--- src/rtl/req_encoder_4to2.sv ---
// ============================================================================
// Module   : req_encoder_4to2
// Captures four request lines into a pending register and offers the selected
// index as a 2-bit code on a valid/ready handshake. Optional macro:
// ROUND_ROBIN_EN (rotating priority after each accepted grant).
// Revision : 1.0
// ============================================================================
`default_nettype none

module req_encoder_4to2 #(
    parameter int EDGE_MODE = 1
) (
    input  logic       clk,
    input  logic       rst_n,
    input  logic [3:0] i_req,
    input  logic       i_clr,
    input  logic       i_ready,
    output logic [1:0] o_code,
    output logic       o_valid,
    output logic [3:0] o_pending,
    output logic       o_overflow
);

    typedef enum logic {
        S_IDLE    = 1'b0,
        S_PRESENT = 1'b1
    } state_t;

    state_t     r_state;
    state_t     w_state_nxt;
    logic [3:0] r_req_d;
    logic [3:0] r_pending;
    logic [1:0] r_code;
    logic       r_valid;
    logic       r_overflow;
    logic [1:0] w_code_nxt;
    logic       w_valid_nxt;
    logic [3:0] w_event;
    logic [3:0] w_acc_mask;
    logic [3:0] w_pending_nxt;
    logic       w_accept;
    logic [1:0] w_start;

    // First set bit of p, searching upward from start with wrap-around.
    function automatic logic [1:0] f_encode(input logic [3:0] p, input logic [1:0] start);
        logic [1:0] idx;
        logic       found;
        f_encode = 2'b00;
        found    = 1'b0;
        for (int k = 0; k < 4; k++) begin
            idx = start + 2'(k);
            if (!found && p[idx]) begin
                f_encode = idx;
                found    = 1'b1;
            end
        end
    endfunction

`ifdef ROUND_ROBIN_EN
    logic [1:0] r_last_grant;

    always_ff @(posedge clk or negedge rst_n) begin
        if (!rst_n) begin
            r_last_grant <= 2'b11;
        end else if (w_accept && !i_clr) begin
            r_last_grant <= r_code;
        end
    end

    assign w_start = r_last_grant + 2'b01;
`else
    assign w_start = 2'b00;
`endif

    assign w_event    = (EDGE_MODE != 0) ? (i_req & ~r_req_d) : i_req;
    assign w_accept   = r_valid && i_ready;
    assign w_acc_mask = w_accept ? (4'b0001 << r_code) : 4'b0000;

    // A fresh event on a bit being accepted keeps it pending, so it is not lost.
    always_comb begin
        w_pending_nxt = r_pending;
        if (i_clr) begin
            w_pending_nxt = 4'b0000;
        end else begin
            w_pending_nxt = w_event | (r_pending & ~w_acc_mask);
        end
    end

    always_comb begin
        w_state_nxt = r_state;
        w_code_nxt  = r_code;
        w_valid_nxt = r_valid;
        if (i_clr) begin
            w_state_nxt = S_IDLE;
            w_valid_nxt = 1'b0;
        end else begin
            case (r_state)
                S_IDLE: begin
                    if (r_pending != 4'b0000) begin
                        w_state_nxt = S_PRESENT;
                        w_code_nxt  = f_encode(r_pending, w_start);
                        w_valid_nxt = 1'b1;
                    end
                end
                S_PRESENT: begin
                    if (w_accept) begin
                        w_state_nxt = S_IDLE;
                        w_valid_nxt = 1'b0;
                    end
                end
                default: begin
                    w_state_nxt = S_IDLE;
                    w_valid_nxt = 1'b0;
                end
            endcase
        end
    end

    always_ff @(posedge clk or negedge rst_n) begin
        if (!rst_n) begin
            r_state    <= S_IDLE;
            r_req_d    <= 4'b0000;
            r_pending  <= 4'b0000;
            r_code     <= 2'b00;
            r_valid    <= 1'b0;
            r_overflow <= 1'b0;
        end else begin
            r_state   <= w_state_nxt;
            r_req_d   <= i_req;
            r_pending <= w_pending_nxt;
            r_code    <= w_code_nxt;
            r_valid   <= w_valid_nxt;
            if (i_clr) begin
                r_overflow <= 1'b0;
            end else if ((w_event & r_pending & ~w_acc_mask) != 4'b0000) begin
                r_overflow <= 1'b1;
            end
        end
    end

    assign o_code     = r_code;
    assign o_valid    = r_valid;
    assign o_pending  = r_pending;
    assign o_overflow = r_overflow;

endmodule

`default_nettype wire

--- config.mk ---
export PLATFORM = sky130hd
export DESIGN_NAME = req_encoder_4to2
export DESIGN_NICKNAME = d
export VERILOG_FILES = /design/src/rtl/req_encoder_4to2.sv
export SDC_FILE = /design/constraint.sdc
export NUM_CORES = 1
export LEC_CHECK = 0
export BUFFER_PORTS_ARGS = -buffer_cell sky130_fd_sc_hd__buf_2
export CAP_MARGIN = 10
export CELL_PAD_IN_SITES_DETAIL_PLACEMENT = 1
export CELL_PAD_IN_SITES_GLOBAL_PLACEMENT = 2
export CORE_UTILIZATION = 29
export DETAILED_ROUTE_END_ITERATION = 6
export PLACE_DENSITY_LB_ADDON = 0.1
export SYNTH_ARGS = -nofsm -noshare
export SYNTH_HDL_FRONTEND = slang
export SYNTH_SLANG_ARGS = --single-unit
export TNS_END_PERCENT = 50
--- constraint.sdc ---
create_clock -name clk -period 1.5 [get_ports clk]
set_input_delay 0 -clock clk [delete_from_list [all_inputs] [get_ports clk]]
set_output_delay 0 -clock clk [all_outputs]
set_load 0.005 [all_outputs]
# After elaboration in Yosys (flattened, before gate mapping)
# Cells that the tools add are included.
# Widths: inputs -> output; s select.
# word_totals
ff_bits	13
word_cells	57
# classes
eq_ne	2
n_bitwise	9
shifts	1
n_mux	27
n_reduce_logical	12
# op_table
operator	n
$mux 1	21
$and 4x4->4	4
$mux 4	2
$not 4->4	2
$reduce_bool 4->1	2
$logic_and 1x1->1	4
$mux 2	2
$or 4x4->4	1
$pmux 1 s2	2
$shl 1x2->4 const A	1
$logic_not 1->1	3
$ne 3x2->1 const B	1
$ne 3x3->1 const B	1
$reduce_and 3->1	1
$not 1->1	2
$reduce_and 2->1	1
$reduce_bool 2->1	1

# Logic depth before layout (Yosys ltp)
# Gate-level depths: netlist (run 1).
# logic_depth
depth_word	19
mapped_depth	4
mapped_depth_nobuf	3

# Least setup slack after synthesis (run 1)
# Ideal clock, no wire load.
# synth_path
kind	register to register
start	reg r_code[0], in the netlist o_code[0]
end	reg r_overflow, in the netlist o_overflow
path_stages_with_launch	4
arrival_ps	949
path_buffers	0
required_ps	1358
synth_period_minus_slack_ps	1091
slack_ps	409
cell_sequence	dfrtp_1 > nand4b_1 > a41oi_1 > a41oi_1
# synth_via
elab_chain_len	6
# synth_lines
item	line_no	rtl
start: declaration	33	logic [1:0] r_code;
start signal: assignment	131	r_code <= w_code_nxt;
$shl 1x2->4	77	assign w_acc_mask = w_accept ? (4'b0001 << r_code) : 4'b0000;
$mux 4	77	
$not 4->4	135	end else if ((w_event & r_pending & ~w_acc_mask) != 4'b0000) begin
$and 4x4->4	135	
$reduce_bool 4->1	135	
$reduce_bool 2->1 (no line)	--	
end signal: assignment	126	r_overflow <= 1'b0;
end signal: assignment	134	r_overflow <= 1'b0;
end signal: assignment	136	r_overflow <= 1'b1;
end: declaration	35	logic r_overflow;
# No other way between the ends.
# A chain may end at the register's enable or synchronous reset.

# Worst setup path in the final report (run 1)
# Ends and elaborated chain as after synthesis.

==> results of run 1 <==
[worst min-delay path, stage by stage]
cell	delay, ns
buf_2	0.13
nand2_1	0.06
nand3b_1	0.08
nand2_1	0.05
[worst min-delay path by stage]
stage	slack [ns]	cells after the start	startpoint	end
3_3_place_gp	-0.09	1	rst_n	o_code[1]
5_1_grt	0.08	4	i_ready	o_valid
4_1_cts	0.06	4	i_ready	o_valid
6_report	0.08	4	i_ready	o_valid
2_1_floorplan	-0.30	0	rst_n	o_code[0]
3_5_place_dp	-0.09	1	rst_n	o_code[1]
[cell families (layout without fill, tap and decap cells)]
family	Yosys count	after routing	share of synthesized area, %
compound gates	17	17	22.00
simple gates	17	17	16.10
flops	13	13	58.96
buf+inv	4	30	2.947
[what timing repair did]
action / CTS / global route
hold buffers: 6 / 0
buffers inserted: 0 / 0
endpoints found under the hold margin: 19 / 0
gates resized for setup: 0 / 0
[report_power, final]
group | internal, W | switching, W | leakage [nW]
Sequential | 0.000397 | 0.0000698 | 0.161
Clock | 0.000103 | 0.000116 | 0.0150
Combinational | 0.0000896 | 0.0000768 | 0.170
[cell type report]
type                       instances  area (um2)  area share (%)
clock buffer                       4       26.28           3.483
inverter                           3       11.26           1.493
multi-input combinational         34       210.2           27.86
sequential                        13       325.3           43.12
tap                               25       31.28           4.146
timing repair buffer              23       150.1           19.90
[cell usage in the layout (no fill, tap or decap), types with 2 or more instances in the layout]
cell,count
dlygate4sd3_1,6
a41oi_1,2
a21oi_1,4
o21ai_0,2
o21a_1,3
dfrtp_1,13
buf_2,15
buf_4,2
nor2_1,3
nand2_1,5
nand3_1,2
nand3b_1,2
nor2b_1,2
clkbuf_4,3
inv_1,3
[routing by layer]
metal | track usage, % | share of wire (%) | up-vias
li1 | - | - | 243
met2 | 26.00 | 48 | 14
met5 | 0 | 0 | -
met4 | 3.636 | 0 | 0
met1 | 21.29 | 47 | 241
met3 | 7.143 | 5.3 | 0
[through the flow]
| step | instances | setup slack (ns) | instance area, um2 |
|---|---|---|---|
| after detailed placement | 92 | 0.2963 | 668.1 |
| final | 102 | 0.3262 | 754.5 |
| after global placement | 92 | 0.2919 | 668.1 |
| after global routing | 102 | 0.2183 | 754.5 |
| after floorplan | 51 | 0.4091 | 551.8 |
| after CTS | 102 | 0.2869 | 754.5 |
[flip-flops by register name, summed over array words and instances (netlist names)]
| signal | count |
|---|---|
| o_pending | 4 |
| o_valid | 1 |
| o_overflow | 1 |
| r_req_d | 4 |
| o_code | 2 |
| r_state | 1 |
==> results.toml, run 1 <==
[timing]
tns_ns = 0
fin_crit_ns = 1.174
rsz0062_at_grt = "no"
max_freq_mhz = 851.9
fin_skew_ns = 0.006512
slew_headroom_pct = 69.62
drv_slew = 0
setup_viol = 0
post-route-period-util_pct = 78.26
final_hold_viol_count = 0
fin_hold_ws_ns = 0.07514
tightestPinTransition_ns = 0.4498

[worst_setup_path]
startpoint = "o_code[0]"
crit_path_frequent_cell = "a41oi_1"
r2r_start = "o_code[0]"
crit_family = "flip-flops"
reg2reg_setup_slack_ns = 0.33
worst-path-stages = 3
crit_buf_inv = 0
arrival_ns = 1.33
path_cells = "nand4b_1, a41oi_1, a41oi_1"
cpMaxStageDelayCell = "dfrtp_1"
reg2reg_depth = 3
critPathCaptureType = "flip-flop"
r2r_end = "o_overflow"
critPathMaxFanout = 7
crit_required_ns = 1.65
cp-start-kind = "flip-flop"
worstSetupEndpoint = "o_overflow"
cp_slowest_stage_delay_ns = 0.45
setup.worst_path.class = "flip-flop to flip-flop"

[run]
max_cap_viol_count = 0

[power_and_ir_drop]
power_density_mw_per_mm2 = 1131
ir_drop_v = 0.0006622
p_leak_nw = 0.3466
power_w = 0.0008531

[clock_network]
clock_sinks = 13
cts_buffer_depth = 2
cts_max_level = 1
cts-root-buf = "clkbuf_4"
cts_buffers = 3
cts_tree = "yes"
clk_pin_slew_ns = 0.08
clk_latency_ns = 0.28

[logic_synthesis]
synth_common_cells = "13 x dfrtp_1, 5 x nand2_1, 4 x a21oi_1"
yosys_warnings = 0
yosys.area.top_type = "dfrtp_1"
synth_area_um2 = 551.8
synthCells = 51
synth_edf_count = 0
ys_ff_latch = 13
synthFlopType = "dfrtp_1"
async_flop_share_pct = 100.0
synth_top_area_share_pct = 58.96
synth_nets = 59
seq_area_frac_synth_pct = 58.96
synth_area_leaders = "dfrtp_1 59%, o21a_1 4.1%, a21oi_1 3.6%"
synth.distinct_cells = 21
synth.avg_cell_area_um2 = 10.82
yosysMostFrequentCell = "dfrtp_1"

[layout]
antenna_cells = 0
nets = 86
fillerInstances = 226
syn2layout_area_growth_pct = 36.73
drive_gt1_share_pct = 25.97
utilization_pct = 42.77

[min_path]
worstHoldPathType = "primary input to flip-flop"

[detailed_routing]
route.detailed.drc = 0
routed-via-count = 498
drt_pass1_iterations = 4
ant_nets = 0
drt_iter0_drc = 3
finalWirelength_um = 1407
vias_per_cell = 4.882
wl_per_cell_um = 13.79

[global_route]
grt_max_degree = 14
grt_usage_pct = 16.67
grt_pass1_vias = 481
antenna_found_initial = 0
grt_pass1_wl_um = 2332
overflow = 0

[placement]
port_buffers = 15
dp_hpwl_um = 1009
place.gp.congestion = 0.7142

[floorplan]
core-area_mm2 = 0.001764
die_width_um = 45.62
die_h_um = 45.62
rows = 15
start_util_pct = 31.28
dieArea_mm2 = 0.002081
ios = 16

[status]
status = "finished clean"
Power figures use the tool's default switching activity.
==> run 2: changes to the inputs <==
==> constraint.sdc (replaced) <==
create_clock -name clk -period 1.2 [get_ports clk]
set_input_delay 0 -clock clk [delete_from_list [all_inputs] [get_ports clk]]
set_output_delay 0 -clock clk [all_outputs]
set_load 0.005 [all_outputs]
==> results.toml, run 2 (synthesized netlist as in run 1, its figures left out) <==
[status]
status = "finished clean"

[global_route]
grt_max_degree = 14
grt_usage_pct = 16.49
grt_pass1_vias = 509
top_usage_layer = "met2"
overflow = 0
use_met2_pct = 26.57
met1_usage_pct = 20.30
antenna_found_initial = 0
grt_pass1_wl_um = 2332
grt_util_met3_pct = 5.952

[detailed_routing]
drt_pass1_iterations = 3
ant_nets = 0
routed-via-count = 499
finalWirelength_um = 1445
drt_iter0_drc = 2
wl_per_cell_um = 13.76
route.detailed.drc = 0
vias_per_cell = 4.752

[timing]
drv_slew = 0
fin_skew_ns = 0.001212
max_freq_mhz = 888.1
slew_headroom_pct = 80.40
tightestPinTransition_ns = 0.2902
fin_crit_ns = 1.126
setup_viol = 0
final_hold_viol_count = 0
tns_ns = 0
post-route-period-util_pct = 93.84

[floorplan]
start_util_pct = 31.28
dieArea_mm2 = 0.002081
die_h_um = 45.62
ios = 16
core-area_mm2 = 0.001764
die_width_um = 45.62
rows = 15

[power_and_ir_drop]
ir_drop_v = 0.0006501
power_density_mw_per_mm2 = 1398
p_leak_nw = 0.3614
power_w = 0.001106

[layout]
drive_gt1_share_pct = 33.75
mostFrequentLayoutCells = "15 x buf_2, 12 x dfrtp_1, 6 x buf_4, 5 x nand2_1, 5 x dlygate4sd3_1"
antenna_cells = 0
utilization_pct = 44.82
nets = 89
stdcell_area_um2 = 790.8
syn2layout_area_growth_pct = 43.31
final_common_cell = "buf_2"
fin_cells = 105

[clock_network]
cts_tree = "yes"
cts_buffers = 3
cts-root-buf = "clkbuf_4"
cts_buffer_depth = 2
clk_latency_ns = 0.28
cts_max_level = 1
clock_sinks = 13
clk_pin_slew_ns = 0.07

[placement]
port_buffers = 15
dp_cells = 96
dp_hpwl_um = 1119
placed_area_um2 = 698.2
place.gp.congestion = 0.7233

[worst_setup_path]
cp-start-kind = "flip-flop"
arrival_ns = 1.27
setup.worst_path.class = "flip-flop to flip-flop"
r2r_start = "o_code[0]"
crit_required_ns = 1.35
startpoint = "o_code[0]"
critPathMaxFanout = 4
critPathCaptureType = "flip-flop"

[run]
max_cap_viol_count = 0

[min_path]
worstHoldPathType = "primary input to flip-flop"
hp-start = "i_clr"
==> run 2: cell count changes in the layout (fill, tap and decap cells not counted) <==
cell           delta
dlygate4sd3_1     -1
o311ai_1          -1
dfrtp_1           -1
buf_4             +4
a41oi_2           +1
dfrtp_2           +1
o311ai_2          +1
a41oi_1           -1
==> run 2: worst paths after layout <==
path / endpoint / slack (ns) / depth (start not counted)
worst max-delay path: o_overflow / 0.07 / 3
worst min-delay path: o_pending[1] / 0.009 / 2
worst max register to register: o_overflow / 0.07 / 3
worst min register to register: o_pending[1] / 0.53 / 3
max in group asynchronous: o_code[1] / 0.82 / 2
min in group asynchronous: r_req_d[1] / 0.13 / 2
==> run 2: what timing repair did <==
action / in CTS / in global routing
setup endpoints to repair: 0 / 1
hold buffers: 5 / 0
resized for setup: 0 / 3
endpoints found under the hold margin: 19 / 0
setup buffers: 0 / 0
==> run 2: cell type report <==
| class | instances | area (um2) |
|---|---|---|
| Fill cell | 212 | 973.4 |
| Inverter | 3 | 11.26 |
| Tap cell | 25 | 31.28 |
| Clock buffer | 4 | 26.28 |
| Sequential cell | 13 | 326.6 |
| Timing Repair Buffer | 26 | 170.2 |
| Multi-Input combinational cell | 34 | 225.2 |
==> run 2: where the power goes <==
part / switching (W) / total (W) / leakage (nW) / internal, W
sequential: 0.0000744 / 0.000574 / 0.160 / 0.000500
combinational: 0.000124 / 0.000263 / 0.186 / 0.000139
clock: 0.000139 / 0.000268 / 0.0150 / 0.000129
total: 0.000338 / 0.00111 / 0.361 / 0.000768
==> run 2: stage by stage <==
| step | hold WS [ns] | setup WS [ns] |
|---|---|---|
| 2_1_floorplan | -0.2956 | 0.1091 |
| 3_3_place_gp | -0.09458 | 0.02681 |
| 3_5_place_dp | -0.09604 | 0.07677 |
| 4_1_cts | 0.007772 | 0.05373 |
| 5_1_grt | 0.003240 | -0.006085 |
| 6_report | 0.008573 | 0.07394 |
==> run 2: worst max-delay path, stage by stage (launching register included) <==
cell and delay, ns:
dfrtp_1 0.42, nand4b_1 0.23, a41oi_2 0.22, a41oi_1 0.13
==> run 2: routing by layer <==
layer	vias up	wire length (um)	part of all wire, %
li1	247	-	-
met1	238	692	48
met2	12	674	47
met3	2	67	4.6
met4	0	10	0.69
met5	-	0	0
